$ cat src/rtl/sad_block_accum.sv
// rtl/sad_block_accum.sv - pipelined block SAD accumulator with minimum-SAD tracker
//
// Accepts one row of INPUTS pixel pairs per valid beat and sums |a-b| over
// ROWS beats into a block SAD. It also tracks the smallest block SAD, and
// the index of the block that produced it, across a candidate search.
//
// Ports:
//   clk        rising-edge clock
//   rst_n      asynchronous active-low reset
//   in_valid   a/b carry a valid row this cycle
//   a, b       current / reference rows, pixel i at [WIDTH*i +: WIDTH]
//   flush      abort the block in progress (synchronous)
//   min_clr    restart the minimum search (synchronous)
//   sad_out    last completed block SAD
//   out_valid  one-cycle strobe when sad_out updates
//   min_sad    smallest block SAD since the last clear
//   min_idx    block index of min_sad
//   blk_idx    blocks completed since the last clear (wraps)
module sad_block_accum #(
  parameter int WIDTH  = 8,
  parameter int INPUTS = 4,
  parameter int ROWS   = 4,
  parameter int IDX_W  = 6,
  localparam int SW    = WIDTH + $clog2(INPUTS) + $clog2(ROWS)
) (
  input  logic                    clk,
  input  logic                    rst_n,
  input  logic                    in_valid,
  input  logic [WIDTH*INPUTS-1:0] a,
  input  logic [WIDTH*INPUTS-1:0] b,
  input  logic                    flush,
  input  logic                    min_clr,
  output logic [SW-1:0]           sad_out,
  output logic                    out_valid,
  output logic [SW-1:0]           min_sad,
  output logic [IDX_W-1:0]        min_idx,
  output logic [IDX_W-1:0]        blk_idx
);

  localparam int RSW = WIDTH + $clog2(INPUTS);
  // Counter needs at least one bit even when ROWS == 1.
  localparam int CW = (ROWS > 1) ? $clog2(ROWS) : 1;
  localparam logic [CW-1:0] LAST_CNT = CW'(ROWS - 1);

  // Beat counter
  logic [CW-1:0] cnt_q, cnt_d;
  logic          beat_last;

  // S1
  logic [WIDTH*INPUTS-1:0] a_q, b_q;
  logic                    v1_q, l1_q;
  // S2
  logic [RSW-1:0]          rs_q;
  logic                    v2_q, l2_q;
  // S3
  logic [SW-1:0]           acc_q, acc_d;
  logic [SW-1:0]           sad_q, sad_d;
  logic                    ov_q, ov_d;
  logic [SW-1:0]           min_sad_q, min_sad_d;
  logic [IDX_W-1:0]        min_idx_q, min_idx_d;
  logic [IDX_W-1:0]        blk_idx_q, blk_idx_d;

  logic [RSW-1:0]          row_sum;
  logic signed [WIDTH:0]   diff;
  logic [WIDTH-1:0]        absd;
  logic [SW-1:0]           s_new;
  logic                    complete;
  logic                    take;
  logic [IDX_W-1:0]        base_idx;

  always_comb begin
    beat_last = (cnt_q == LAST_CNT);
    cnt_d     = cnt_q;
    if (flush) begin
      cnt_d = '0;
    end else if (in_valid) begin
      cnt_d = beat_last ? '0 : cnt_q + 1'b1;
    end
  end

  // Row sum of absolute differences, formed from the S1 registers.
  always_comb begin
    row_sum = '0;
    diff    = '0;
    absd    = '0;
    for (int i = 0; i < INPUTS; i++) begin
      diff    = $signed({1'b0, a_q[WIDTH*i +: WIDTH]}) - $signed({1'b0, b_q[WIDTH*i +: WIDTH]});
      absd    = diff[WIDTH] ? WIDTH'(-diff) : diff[WIDTH-1:0];
      row_sum = row_sum + RSW'(absd);
    end
  end

  // S3: accumulate, complete a block, and update the minimum tracker.
  always_comb begin
    s_new    = acc_q + SW'(rs_q);
    complete = v2_q && l2_q && !flush;
    // A clear coinciding with a completion makes that block the first of the new search.
    take     = min_clr || (s_new < min_sad_q);
    base_idx = min_clr ? '0 : blk_idx_q;

    acc_d     = acc_q;
    sad_d     = sad_q;
    ov_d      = complete;
    min_sad_d = min_sad_q;
    min_idx_d = min_idx_q;
    blk_idx_d = blk_idx_q;

    if (flush) begin
      acc_d = '0;
    end else if (v2_q) begin
      acc_d = l2_q ? '0 : s_new;
    end

    if (complete) begin
      sad_d = s_new;
      if (take) begin
        min_sad_d = s_new;
        min_idx_d = base_idx;
      end
      blk_idx_d = base_idx + 1'b1;
    end else if (min_clr) begin
      min_sad_d = '1;
      min_idx_d = '0;
      blk_idx_d = '0;
    end
  end

  always_ff @(posedge clk or negedge rst_n) begin
    if (!rst_n) begin
      cnt_q     <= '0;
      a_q       <= '0;
      b_q       <= '0;
      v1_q      <= 1'b0;
      l1_q      <= 1'b0;
      rs_q      <= '0;
      v2_q      <= 1'b0;
      l2_q      <= 1'b0;
      acc_q     <= '0;
      sad_q     <= '0;
      ov_q      <= 1'b0;
      min_sad_q <= '1;
      min_idx_q <= '0;
      blk_idx_q <= '0;
    end else begin
      cnt_q     <= cnt_d;
      a_q       <= a;
      b_q       <= b;
      v1_q      <= in_valid && !flush;
      l1_q      <= in_valid && beat_last;
      rs_q      <= row_sum;
      v2_q      <= v1_q && !flush;
      l2_q      <= l1_q;
      acc_q     <= acc_d;
      sad_q     <= sad_d;
      ov_q      <= ov_d;
      min_sad_q <= min_sad_d;
      min_idx_q <= min_idx_d;
      blk_idx_q <= blk_idx_d;
    end
  end

  assign sad_out   = sad_q;
  assign out_valid = ov_q;
  assign min_sad   = min_sad_q;
  assign min_idx   = min_idx_q;
  assign blk_idx   = blk_idx_q;

endmodule
$ cat config.mk
export PLATFORM = sky130hd
export DESIGN_NAME = sad_block_accum
export DESIGN_NICKNAME = d
export VERILOG_FILES = /design/src/rtl/sad_block_accum.sv
export SDC_FILE = /design/constraint.sdc
export NUM_CORES = 1
export LEC_CHECK = 0
export CAP_MARGIN = 15
export CORE_AREA = 2 2 141 143
export CTS_CLUSTER_SIZE = 10
export DETAILED_ROUTE_END_ITERATION = 6
export DIE_AREA = 0 0 143 145
export DONT_BUFFER_PORTS = 1
export GPL_TIMING_DRIVEN = 0
export SLEW_MARGIN = 40
export SYNTH_ARGS = -nofsm -noshare
export SYNTH_HDL_FRONTEND = slang
export SYNTH_SLANG_ARGS = --single-unit
$ cat constraint.sdc
create_clock -name clk -period 7.1 [get_ports clk]
set_input_delay 1.42 -clock clk [delete_from_list [all_inputs] [get_ports clk]]
set_output_delay 1.42 -clock clk [all_outputs]
set_load 0.1 [all_outputs]
After elaboration in Yosys (flattened, before gate mapping)
Index checks and enable logic that the tools add are counted.

Add/sub/neg operators: 14. $lt $le $gt $ge: 1. Eq/ne operators: 2. Mux-type cells: 18. Reduce and logical (&&, ||, !) cells: 11.

Operator list (count): $mux 12 (6); $sub 8x8->9 (4); $mux 8 (4); $neg 8->8 (4); $mux 6 (5); $add 12x10->12 (1); $lt 12x12->1 (1); $add 10x8->10 (1); $add 9x8->10 (1); $add 8x8->9 (1); $add 6x1->6 const B (1); $mux 2 (3); $reduce_bool 2->1 (3); $logic_and 1x1->1 (5); $add 2x1->2 const B (1); $eq 2x2->1 const B (1); $ne 2x1->1 const B (1); $reduce_and 2->1 (1); $logic_not 1->1 (1); $logic_or 1x1->1 (1).

Register bits: 129. Input bits: 69. Word-level logic and storage cells: 60.

Depth between registers and ports, before layout
Word-level depth: 6. Mapped depth: 22. Mapped depth without buffers: 22.

Worst setup path before layout
No wires, ideal clock.

Path kind: register -> register. Start: reg a_q[24]. End: reg rs_q[8]. Library setup time: 0.123 ns. Data arrival time: 4.454 ns. Required time: 6.977 ns. Slack: 2.523 ns. Stages on the path, launching flop included: 21. Path buffers: 0. Cells stage by stage: dfrtp_1 inv_1 ha_1 inv_1 fa_1 a211oi_1 o21ai_0 a21o_1 a21o_1 nor2_1 xnor2_1 fa_1 fa_1 inv_1 ha_1 a21o_1 a21oi_1 nor2b_1 o21a_1 o41a_1 xor2_1.

Cells in the longest elaborated chain, start to end: 4.

RTL lines: start: declaration (line 50) `logic [WIDTH*INPUTS-1:0] a_q, b_q;`; start signal: assignment (line 131) `a_q <= '0;`; start signal: assignment (line 146) `a_q <= a;`; $sub 8x8->9 * (line 87) `diff = $signed({1'b0, a_q[WIDTH*i +: WIDTH]}) - $signed({1'b0, b_q[WIDTH*i +: WIDTH]});`; $neg 8->8 (line 88) `absd = diff[WIDTH] ? WIDTH'(-diff) : diff[WIDTH-1:0];`; $mux 8 * (line 88); $add 10x8->10 * (line 89) `row_sum = row_sum + RSW'(absd);`; net row_sum[8] (line 63) `logic [RSW-1:0] row_sum;`; end signal: assignment (line 150) `rs_q <= row_sum;`; end: declaration (line 53) `logic [RSW-1:0] rs_q;`.

The timed path passes the listed nets; every way through them passes the cells marked *. A chain may end at the register's enable or synchronous reset.

Final worst setup path
Start: reg a_q[24]. End: reg rs_q[9].

The elaborated chain is that of the path after synthesis.

==> results.json <==
{
  "setup_violations": 0,
  "synth_edf_count": 0,
  "placed_cells": 1016,
  "skew_ns": 0.0121,
  "drt-pass1-iter-count": 4,
  "max_freq_mhz": 201,
  "synth.most_common_cell": "dfrtp_1",
  "synth_area_leaders": "dfrtp_1, ha_1, fa_1, inv_1, dfstp_2",
  "cts.clk_slew.worst_paths_ns": 0.06,
  "cp_slowest_cell": "fa_1",
  "grt_pass1_wl_um": 25400,
  "min_path_cells": 0,
  "min_period_over_period": 0.701,
  "vias": 5186,
  "wl_per_cell_um": 14.3,
  "antenna_found_initial": 0,
  "setup_tns_ns": 0,
  "synth_xor_xnor_area_share": 0.0701,
  "areaGrowthSynthToFinish_pct": 13.1,
  "layout.cells.non_filler": 1050,
  "synth_common_cells": "dfrtp_1, inv_1, ha_1",
  "r2r_cells": 22,
  "ys_ff_latch": 129,
  "die_area_mm2": 0.0207,
  "cts_setup_buffers": 0,
  "diodes": 0,
  "cap_violations": 0,
  "yosysSeqAreaShare": 0.427,
  "grt_use_total": 0.154,
  "post_cts_resized": 0,
  "maxSlewViolCount": 0,
  "netlist_area_mm2": 0.00760,
  "syn_inst": 750,
  "ioPinCount": 106,
  "die_h_um": 145,
  "io_buffers": 0,
  "hold_viol": 0,
  "worstPathRequired_ns": 7.38,
  "hp-class": "reg2reg",
  "core_mm2": 0.0192,
  "final_nets": 931,
  "place_area_mm2": 0.00795,
  "peakVddDrop_uv": 263,
  "fin_area_mm2": 0.00860,
  "grt_max_degree": 130,
  "cp_max_fo": 7,
  "worst_pin_slew_ns": 0.892,
  "ctsLongestPathBuffers": 2,
  "crit_arrival_ns": 5.25,
  "root_buffer": "clkbuf_16",
  "antenna_left": 0,
  "viasPerCell": 4.94,
  "p_leak_nw": 4.16,
  "drc": 0,
  "cts_buffers": 17,
  "power.density_mw_per_mm2": 369,
  "synthSimpleGateAreaFrac": 0.131,
  "synth_adder_area_share": 0.169,
  "cts_tree": "yes",
  "grt_pass1_vias": 5250,
  "initial_core_util": 0.396,
  "yosys_warnings": 0,
  "ctsHoldBuffers": 0,
  "crit_path_frequent_cell": "inv_1",
  "syn_nets": 909,
  "max_slew_margin": 0.405,
  "synth_top_family_by_area": "adder cells",
  "status": "completed",
  "layout-drive-gt1-share": 0.110,
  "synth_cell_types": 66,
  "cts.htree.levels": 4,
  "routed_wl_um": 15000,
  "rsz0062_at_grt": "false",
  "async_flop_share": 1.00,
  "die_x_um": 143,
  "synth.area.mux_share": 0.0138,
  "crit_path_max_incr_delay_ns": 0.53,
  "gp_congestion": 0.831,
  "netlist.area_leader.share": 0.385,
  "crit_path_start_kind": "flop",
  "dp_hpwl_um": 11400,
  "drtIter0Drc": 207,
  "syn_area_per_cell_um2": 10.1,
  "path_cells": "inv_1 -> ha_1 -> inv_1 -> fa_1 -> a211oi_1 -> o21ai_0 -> a21o_1 -> a21o_1 -> mux2_2 -> fa_1 -> inv_1 -> fa_1 -> inv_1 -> ha_1 -> inv_1 -> fa_1 -> inv_1 -> a21o_1 -> a21oi_1 -> o21bai_1 -> a21oi_1 -> o21ai_0",
  "setup.worst_path.class": "reg2reg",
  "synth_compound_area_frac": 0.134,
  "hold_ws_ns": 0.346,
  "endpoint_kind": "flop",
  "synthFlopType": "dfrtp_1",
  "period_minus_slack_ns": 4.98,
  "rows": 51,
  "clkLatencyLatePin_ns": 0.42,
  "grt-ovfl-total": 0,
  "yosys.area.top_type": "dfrtp_1",
  "cts_sinks": 129
}
## where the power goes
part	switching, mW	internal (mW)
clock	0.329	0.599
combinational	0.758	0.608
sequential	0.0544	0.821
total	1.14	2.03
## critical path, delay by kind of cell, from the launching register on
| family | cells | cell delay [ns] |
|---|---|---|
| compound gates | 9 | 1.80 |
| fa+ha+maj | 6 | 2.01 |
| buf+inv | 6 | 0.32 |
| flops | 1 | 0.36 |
| mux | 1 | 0.32 |
## cells by family (layout without fill, tap and decap cells)
family | count (synthesis) | in the layout
xor gates and xnor gates | 60 | 60
AOI/OAI and AO/OA | 154 | 154
DFF | 129 | 129
buffers and inverters | 109 | 144
and+or+nand+nor | 198 | 198
muxes | 10 | 10
adders and majority gates | 90 | 90
## flip-flops by register name, indices dropped and copies added, names as in the netlist
| signal | cells |
|---|---|
| blk_idx | 6 |
| cnt_q | 2 |
| l2_q | 1 |
| l1_q | 1 |
| out_valid | 1 |
| min_idx | 6 |
| v2_q | 1 |
| b_q | 32 |
| a_q | 32 |
| v1_q | 1 |
| acc_q | 12 |
| rs_q | 10 |
| min_sad | 12 |
| sad_out | 12 |
## cells in the final DEF (no fill, tap or decap), types with 5 or more instances in the layout
| cell type | instances |
|---|---|
| a211oi_1 | 6 |
| a21o_1 | 8 |
| a21oi_1 | 51 |
| a31oi_1 | 10 |
| buf_1 | 5 |
| clkbuf_1 | 10 |
| clkbuf_16 | 17 |
| dfrtp_1 | 97 |
| dfrtp_2 | 20 |
| dfstp_2 | 12 |
| fa_1 | 21 |
| ha_1 | 69 |
| inv_1 | 94 |
| mux2i_1 | 6 |
| nand2_1 | 28 |
| nand2b_1 | 14 |
| nand3_1 | 26 |
| nor2_1 | 64 |
| nor2b_1 | 14 |
| nor3_1 | 10 |
| nor4_1 | 12 |
| o211ai_1 | 6 |
| o21a_1 | 6 |
| o21ai_0 | 24 |
| o21bai_1 | 6 |
| or2_2 | 7 |
| xnor2_1 | 26 |
| xor2_1 | 33 |
## worst paths after layout
path	slack, ns	end	startpoint
min in group asynchronous	0.69	blk_idx[5]	rst_n
setup / recovery	2.12	rs_q[9]	a_q[24]
hold / removal	0.35	l2_q	l1_q
setup reg to reg	2.12	rs_q[9]	a_q[24]
max in group asynchronous	6.20	min_sad[2]	rst_n
hold reg to reg	0.35	l2_q	l1_q
## per-layer routing
layer / GRT usage / routed length (um) / part of all wire
met3: 0.0419 / 704 / 0.047
met5: 0 / 0 / 0
met4: 0.0564 / 255 / 0.017
met1: 0.194 / 6740 / 0.45
met2: 0.254 / 7330 / 0.49
## through the flow
stage	total power, mW	worst slack, ns	utilization
detailed placement	2.27	2.08	0.414
floorplan	2.00	2.52	-
global placement	2.24	2.14	0.413
finish	3.17	2.12	0.448
CTS	3.22	2.04	0.446
global route	3.44	1.71	0.448
## final cells by class
class                   count  area, um^2
plain buffers              14        63.8
fillers                  1824       10600
multi-input cells         512        3940
flip-flops and latches    129        3270
well taps                 265         332
repair buffers              3        11.3
clock inverters            12         181
clock buffers              20         447
inverters                  95         357
Note: power is estimated with default switching activity, not from simulation.
